File: src/rtl/uart_cfg_sequencer.sv
// UART receive-path configuration sequencer.
// Validates host configuration requests, waits for an idle Rx line, then
// applies baud/framing atomically: baud_ready low with the receiver in reset,
// a clock settle window, then release. Runs the same sequence with default
// settings after reset, without a cfg_done pulse.
module uart_cfg_sequencer #(
   parameter int IDLE_CYCLES   = 200,
   parameter int RST_HOLD      = 4,
   parameter int SETTLE_CYCLES = 16,
   parameter int TIMEOUT       = 100000
) (
   input  logic       clk,
   input  logic       rst,
   input  logic       rx_line,
   input  logic       cfg_wr,
   input  logic [2:0] cfg_baud,
   input  logic       cfg_parity,
   input  logic       cfg_parity_type,
   input  logic       cfg_stop_bits,
   input  logic [3:0] cfg_frame_length,
   output logic [2:0] baud,
   output logic       baud_ready,
   output logic       parity,
   output logic       parity_type,
   output logic       stop_bits,
   output logic [3:0] frame_length,
   output logic       uart_rst,
   output logic       cfg_busy,
   output logic       cfg_done,
   output logic       cfg_err
);

   localparam int PH_MAX = (RST_HOLD > SETTLE_CYCLES) ? RST_HOLD : SETTLE_CYCLES;
   localparam int IDLE_W = $clog2(IDLE_CYCLES + 1);
   localparam int TO_W   = $clog2(TIMEOUT + 1);
   localparam int PH_W   = $clog2(PH_MAX + 1);

   typedef enum logic [1:0] {IDLE, WAIT_LINE, HOLD, SETTLE} state_t;

   state_t            state, state_n;
   logic              startup, startup_n;
   logic              err_pend, err_pend_n;
   logic [IDLE_W-1:0] idle_cnt, idle_cnt_n;
   logic [TO_W-1:0]   to_cnt, to_cnt_n;
   logic [PH_W-1:0]   ph_cnt, ph_cnt_n;

   // Shadow register: holds an accepted request until it can be applied.
   logic [2:0] sh_baud, sh_baud_n;
   logic       sh_parity, sh_parity_n;
   logic       sh_parity_type, sh_parity_type_n;
   logic       sh_stop_bits, sh_stop_bits_n;
   logic [3:0] sh_frame_length, sh_frame_length_n;

   logic [2:0] baud_n;
   logic       parity_n, parity_type_n, stop_bits_n;
   logic [3:0] frame_length_n;
   logic       baud_ready_n, uart_rst_n, cfg_busy_n, cfg_done_n, cfg_err_n;

   logic req_valid, idle_hit, to_hit;

   assign req_valid = (cfg_baud <= 3'd5) && (cfg_frame_length >= 4'd5) &&
                      (cfg_frame_length <= 4'd9);
   assign idle_hit  = rx_line && (idle_cnt == IDLE_W'(IDLE_CYCLES - 1));
   assign to_hit    = (to_cnt == TO_W'(TIMEOUT - 1));

   // Next-state, counter and output computation for the sequencer.
   always_comb begin
      state_n           = state;
      startup_n         = startup;
      err_pend_n        = 1'b0;
      idle_cnt_n        = idle_cnt;
      to_cnt_n          = to_cnt;
      ph_cnt_n          = ph_cnt;
      sh_baud_n         = sh_baud;
      sh_parity_n       = sh_parity;
      sh_parity_type_n  = sh_parity_type;
      sh_stop_bits_n    = sh_stop_bits;
      sh_frame_length_n = sh_frame_length;
      baud_n            = baud;
      parity_n          = parity;
      parity_type_n     = parity_type;
      stop_bits_n       = stop_bits;
      frame_length_n    = frame_length;
      baud_ready_n      = baud_ready;
      uart_rst_n        = uart_rst;
      cfg_busy_n        = cfg_busy;
      cfg_done_n        = 1'b0;
      // A rejection that collided with cfg_done is reported one cycle later.
      cfg_err_n         = err_pend;

      case (state)
         IDLE: begin
            if (cfg_wr) begin
               if (req_valid) begin
                  sh_baud_n         = cfg_baud;
                  sh_parity_n       = cfg_parity;
                  sh_parity_type_n  = cfg_parity_type;
                  sh_stop_bits_n    = cfg_stop_bits;
                  sh_frame_length_n = cfg_frame_length;
                  idle_cnt_n        = '0;
                  to_cnt_n          = '0;
                  cfg_busy_n        = 1'b1;
                  state_n           = WAIT_LINE;
               end else begin
                  cfg_err_n = 1'b1;
               end
            end
         end

         WAIT_LINE: begin
            if (cfg_wr) cfg_err_n = 1'b1;
            if (idle_hit) begin
               baud_n         = sh_baud;
               parity_n       = sh_parity;
               parity_type_n  = sh_parity_type;
               stop_bits_n    = sh_stop_bits;
               frame_length_n = sh_frame_length;
               baud_ready_n   = 1'b0;
               uart_rst_n     = 1'b1;
               ph_cnt_n       = '0;
               state_n        = HOLD;
            end else if (to_hit) begin
               cfg_err_n  = 1'b1;
               cfg_busy_n = 1'b0;
               state_n    = IDLE;
            end else begin
               if (!rx_line)
                  idle_cnt_n = '0;
               else if (idle_cnt != IDLE_W'(IDLE_CYCLES))
                  idle_cnt_n = idle_cnt + IDLE_W'(1);
               if (to_cnt != TO_W'(TIMEOUT))
                  to_cnt_n = to_cnt + TO_W'(1);
            end
         end

         HOLD: begin
            if (cfg_wr) cfg_err_n = 1'b1;
            if (ph_cnt == PH_W'(RST_HOLD - 1)) begin
               baud_ready_n = 1'b1;
               ph_cnt_n     = '0;
               state_n      = SETTLE;
            end else if (ph_cnt != PH_W'(PH_MAX)) begin
               ph_cnt_n = ph_cnt + PH_W'(1);
            end
         end

         SETTLE: begin
            if (ph_cnt == PH_W'(SETTLE_CYCLES - 1)) begin
               uart_rst_n = 1'b0;
               cfg_busy_n = 1'b0;
               cfg_done_n = !startup;
               startup_n  = 1'b0;
               state_n    = IDLE;
               if (cfg_wr) begin
                  if (startup) cfg_err_n  = 1'b1;
                  else         err_pend_n = 1'b1;
               end
            end else begin
               if (cfg_wr) cfg_err_n = 1'b1;
               if (ph_cnt != PH_W'(PH_MAX))
                  ph_cnt_n = ph_cnt + PH_W'(1);
            end
         end

         default: state_n = IDLE;
      endcase
   end

   // State, counter, shadow and output registers; reset starts bring-up.
   always_ff @(posedge clk or posedge rst) begin
      if (rst) begin
         state           <= HOLD;
         startup         <= 1'b1;
         err_pend        <= 1'b0;
         idle_cnt        <= '0;
         to_cnt          <= '0;
         ph_cnt          <= '0;
         sh_baud         <= 3'd2;
         sh_parity       <= 1'b1;
         sh_parity_type  <= 1'b0;
         sh_stop_bits    <= 1'b0;
         sh_frame_length <= 4'd8;
         baud            <= 3'd2;
         parity          <= 1'b1;
         parity_type     <= 1'b0;
         stop_bits       <= 1'b0;
         frame_length    <= 4'd8;
         baud_ready      <= 1'b0;
         uart_rst        <= 1'b1;
         cfg_busy        <= 1'b1;
         cfg_done        <= 1'b0;
         cfg_err         <= 1'b0;
      end else begin
         state           <= state_n;
         startup         <= startup_n;
         err_pend        <= err_pend_n;
         idle_cnt        <= idle_cnt_n;
         to_cnt          <= to_cnt_n;
         ph_cnt          <= ph_cnt_n;
         sh_baud         <= sh_baud_n;
         sh_parity       <= sh_parity_n;
         sh_parity_type  <= sh_parity_type_n;
         sh_stop_bits    <= sh_stop_bits_n;
         sh_frame_length <= sh_frame_length_n;
         baud            <= baud_n;
         parity          <= parity_n;
         parity_type     <= parity_type_n;
         stop_bits       <= stop_bits_n;
         frame_length    <= frame_length_n;
         baud_ready      <= baud_ready_n;
         uart_rst        <= uart_rst_n;
         cfg_busy        <= cfg_busy_n;
         cfg_done        <= cfg_done_n;
         cfg_err         <= cfg_err_n;
      end
   end

endmodule
File: config.mk
export PLATFORM = sky130hd
export DESIGN_NAME = uart_cfg_sequencer
export DESIGN_NICKNAME = d
export VERILOG_FILES = /design/src/rtl/uart_cfg_sequencer.sv
export SDC_FILE = /design/constraint.sdc
export NUM_CORES = 1
export LEC_CHECK = 0
export CORE_MARGIN = 5
export CORE_UTILIZATION = 45
export DETAILED_ROUTE_END_ITERATION = 10
export PLACE_DENSITY = 0.72
export SLEW_MARGIN = 30
export SYNTH_ARGS = -nofsm -noshare
export SYNTH_HDL_FRONTEND = slang
export SYNTH_SLANG_ARGS = --single-unit
File: constraint.sdc
create_clock -name clk -period 3.18 [get_ports clk]
set_input_delay 0.795 -clock clk [delete_from_list [all_inputs] [get_ports clk]]
set_output_delay 0.795 -clock clk [all_outputs]
set_load 0.01 [all_outputs]
==> flow_metrics.tcl <==
set metrics [dict create \
    status "finished, final reports clean" \
    cts_post_setup_buffers_inserted 0 \
    fin_area_sq_mm 0.00378 \
    wire_per_inst_um 14.6 \
    die_height_um 93.3 \
    htree_levels 3 \
    synthTopCellsByCount "51 x nand2_1, 49 x dfrtp_1, 41 x o21ai_0" \
    critPathKind "primary input to flip-flop" \
    synth_top_area_cell "dfrtp_1" \
    cp-start-kind "primary input" \
    clock_path_buffers 2 \
    cts_tree "done" \
    place_congestion 0.811 \
    p_per_area_mw_per_mm2 645 \
    finalSetupViolCount 0 \
    drt-pass1-iter-count 4 \
    fin_tns_setup_ns 0 \
    worstPathRequired_ns 3.39 \
    p_leak_nw 1.61 \
    nFillCells 607 \
    slew-limit-headroom_pct 58.3 \
    intPower_mw 1.65 \
    grt_start_max_net_pins 31 \
    die_area_sq_mm 0.00871 \
    dp_cells 442 \
    postLayoutCoreUtil_pct 55.9 \
    ys.flop_type "dfrtp_1" \
    die_w_um 93.3 \
    cpMostUsedCell "o31ai_1" \
    vias 2624 \
    io_pins 29 \
    vias_per_cell 5.73 \
    ys_seq_area_share_pct 47.7 \
    syn-num-nets 359 \
    first_iter_violations 131 \
    path_delay_family "simple AND/OR/NAND/NOR gates" \
    hold_buffers 0 \
    ys_top_cells_by_area "dfrtp_1 39%, dfstp_2 8.4%, o21ai_0 6.6%, nand2_1 6.1%, ha_1 4.4%" \
    cp_max_fo 9 \
    row_count 30 \
    port_buffers 28 \
    ys.warnings.count 0 \
    dp_hpwl_mm 4.88 \
    worstSkewPairLatency_ns 0.34 \
    worstPathCellList "clkdlybuf4s50_1 > nand2b_4 > o22ai_4 > a31oi_4 > or4_1 > o31ai_1 > o31ai_1" \
    rsz0062_at_grt "no" \
    drv_slew 0 \
    root_buffer "clkbuf_8" \
    instances_no_fill 458 \
    setup.worst_path.end_class "flip-flop" \
    synth_edf_count 0 \
    cp.depth 7 \
    initial_utilization_pct 46.2 \
    ir_worst_vdd_uv 398 \
    max_slew.worst_pin.slew_ns 0.625 \
    path_buf_inv 1 \
    period_needed_ns 2.72 \
    power_frac_seq_pct 39.9 \
    antenna_left 0 \
    cts_buffers 9 \
    synth_most_common_cell "nand2_1" \
    grt_pass1_vias 2447 \
    hold_viol 0 \
    fmax_mhz 367 \
    placed_cell_area_sq_mm 0.00355 \
    clockPowerShare_pct 31.8 \
    routed_wl_mm 6.70 \
    synthArstFlopShare_pct 100 \
    area.growth.synth_to_final_pct 21.0 \
    core_sq_mm 0.00676 \
    grt.overflow.total 0 \
    drive_gt1_share_pct 15.1 \
    p_comb_share_pct 28.4 \
    synth_cell_type_count 47 \
    hold_class "flip-flop to flip-flop" \
    max-cap-violations 0 \
    grt.total_usage_pct 16.9 \
    clk_pin_slew_ns 0.07 \
    grt_pass1_wl_mm 11.7 \
    fin_nets 398 \
    num_antenna_cells 0 \
    r2r_cells 7 \
    arrival_ns 2.94 \
    p_sw_mw 0.786 \
    synthesis.area_sq_mm 0.00312 \
    hold_depth 2 \
    cts-resized-gates 0 \
    drcViolationCount 0 \
    grt_antenna_before_repair 0 \
    syn_avg_cell_area_sq_um 9.35 \
    critPathSlowestCell "or4_1" \
    finalCritPeriodShare_pct 85.7 \
    max_stage_delay_ns 0.72 \
    p_sw_share_pct 32.2 \
    fin_skew_ns 0.00854 \
    clkSinkCount 59 \
    synth_top_area_share_pct 39.3 \
    synthCells 334 \
    ys_ff_latch 59 \
]
==> sequential cells by signal (all words and copies together) (netlist names), 3 cells and up, named ones only <==
register and flops:
sh_baud 3, sh_frame_length 4, baud 3, to_cnt 17, idle_cnt 8, ph_cnt 5, frame_length 4
==> layout make-up <==
cell class | instances | area, sq um | area share [%]
inverter | 14 | 52.6 | 1.39
clock buffer | 12 | 155 | 4.10
clock inverter | 4 | 72.6 | 1.92
sequential | 59 | 1490 | 39.4
timing repair buffer | 39 | 375 | 9.93
multi-input combinational | 250 | 1540 | 40.6
tap | 80 | 100 | 2.65
==> path summary, 6_finish.rpt <==
| check | start | slack (ns) | to |
|---|---|---|---|
| min in group asynchronous | rst | 0.85 | sh_baud[2]$_DFFE_PP0P_ |
| worst max register to register | flip-flop | 0.75 | idle_cnt[6]$_DFFE_PP0P_ |
| max in group asynchronous | rst | 1.68 | uart_rst$_DFFE_PP1P_ |
| worst min-delay path | sh_baud[1]$_DFFE_PP1P_ | 0.45 | baud[1]$_DFFE_PP1P_ |
| worst max-delay path | cfg_frame_length[2] | 0.46 | idle_cnt[6]$_DFFE_PP0P_ |
| worst min register to register | sh_baud[1]$_DFFE_PP1P_ | 0.45 | baud[1]$_DFFE_PP1P_ |
==> power groups by stage <==
| stage | clock (mW) | combinational (mW) | sequential [mW] |
|---|---|---|---|
| 2_1_floorplan | 0 | 0.473 | 0.965 |
| 3_3_place_gp | 0 | 0.671 | 0.979 |
| 3_5_place_dp | 0 | 0.691 | 0.985 |
| 4_1_cts | 0.795 | 0.693 | 0.971 |
| 5_1_grt | 0.844 | 0.771 | 0.986 |
| 6_report | 0.775 | 0.692 | 0.973 |
==> worst min-delay path: cells and delay by family (launching register included) <==
family | cells | cell delay, ns
flip-flops | 1 | 0.37
AND/OR/NAND/NOR | 2 | 0.09
==> per-layer routing <==
metal / routed length, um / track usage, % / vias up
met3: 316 / 5.87 / 8
met2: 3180 / 25.7 / 55
li1: - / - / 1280
met5: 0 / 0 / -
met1: 3110 / 22.4 / 1281
met4: 95 / 6.23 / 0
==> layout by cell type (no fill, tap or decap), types with 3 or more instances in the layout <==
master           count
a21oi_1              8
a31oi_1              6
and2_1               3
and3_1               7
buf_4               10
clkbuf_8            11
clkdlybuf4s50_1     28
dfrtp_1             49
dfstp_2             10
ha_1                11
inv_1               13
mux2_2               9
nand2_1             51
nand2b_1             5
nand3_1             17
nand4_1              5
nor2_1              26
nor3_1               6
nor4_1               4
o211ai_1             3
o21ai_0             41
o31ai_1             14
or4_1                3
==> through the flow <==
stage / total power, mW / hold slack, ns / setup slack [ns]
global placement: 1.65 / 0.442 / 0.163
global route: 2.60 / 0.479 / 0.314
finish: 2.44 / 0.447 / 0.456
CTS: 2.46 / 0.455 / 0.489
floorplan: 1.44 / 0.432 / 0.812
detailed placement: 1.68 / 0.444 / 0.111
==> kinds of logic (layout without fill, tap and decap cells) <==
| kind of cell | count (synthesis) | after routing | share of synthesized area [%] |
|---|---|---|---|
| and+or+nand+nor | 145 | 145 | 24.0 |
| AOI/OAI and AO/OA | 81 | 81 | 16.3 |
| DFF | 59 | 59 | 47.7 |
| buffers and inverters | 25 | 69 | 3.17 |
| adders and majority gates | 11 | 11 | 4.41 |
| muxes | 11 | 11 | 3.89 |
| xor gates and xnor gates | 2 | 2 | 0.561 |
No activity file was read; power rests on OpenSTA's default activity.
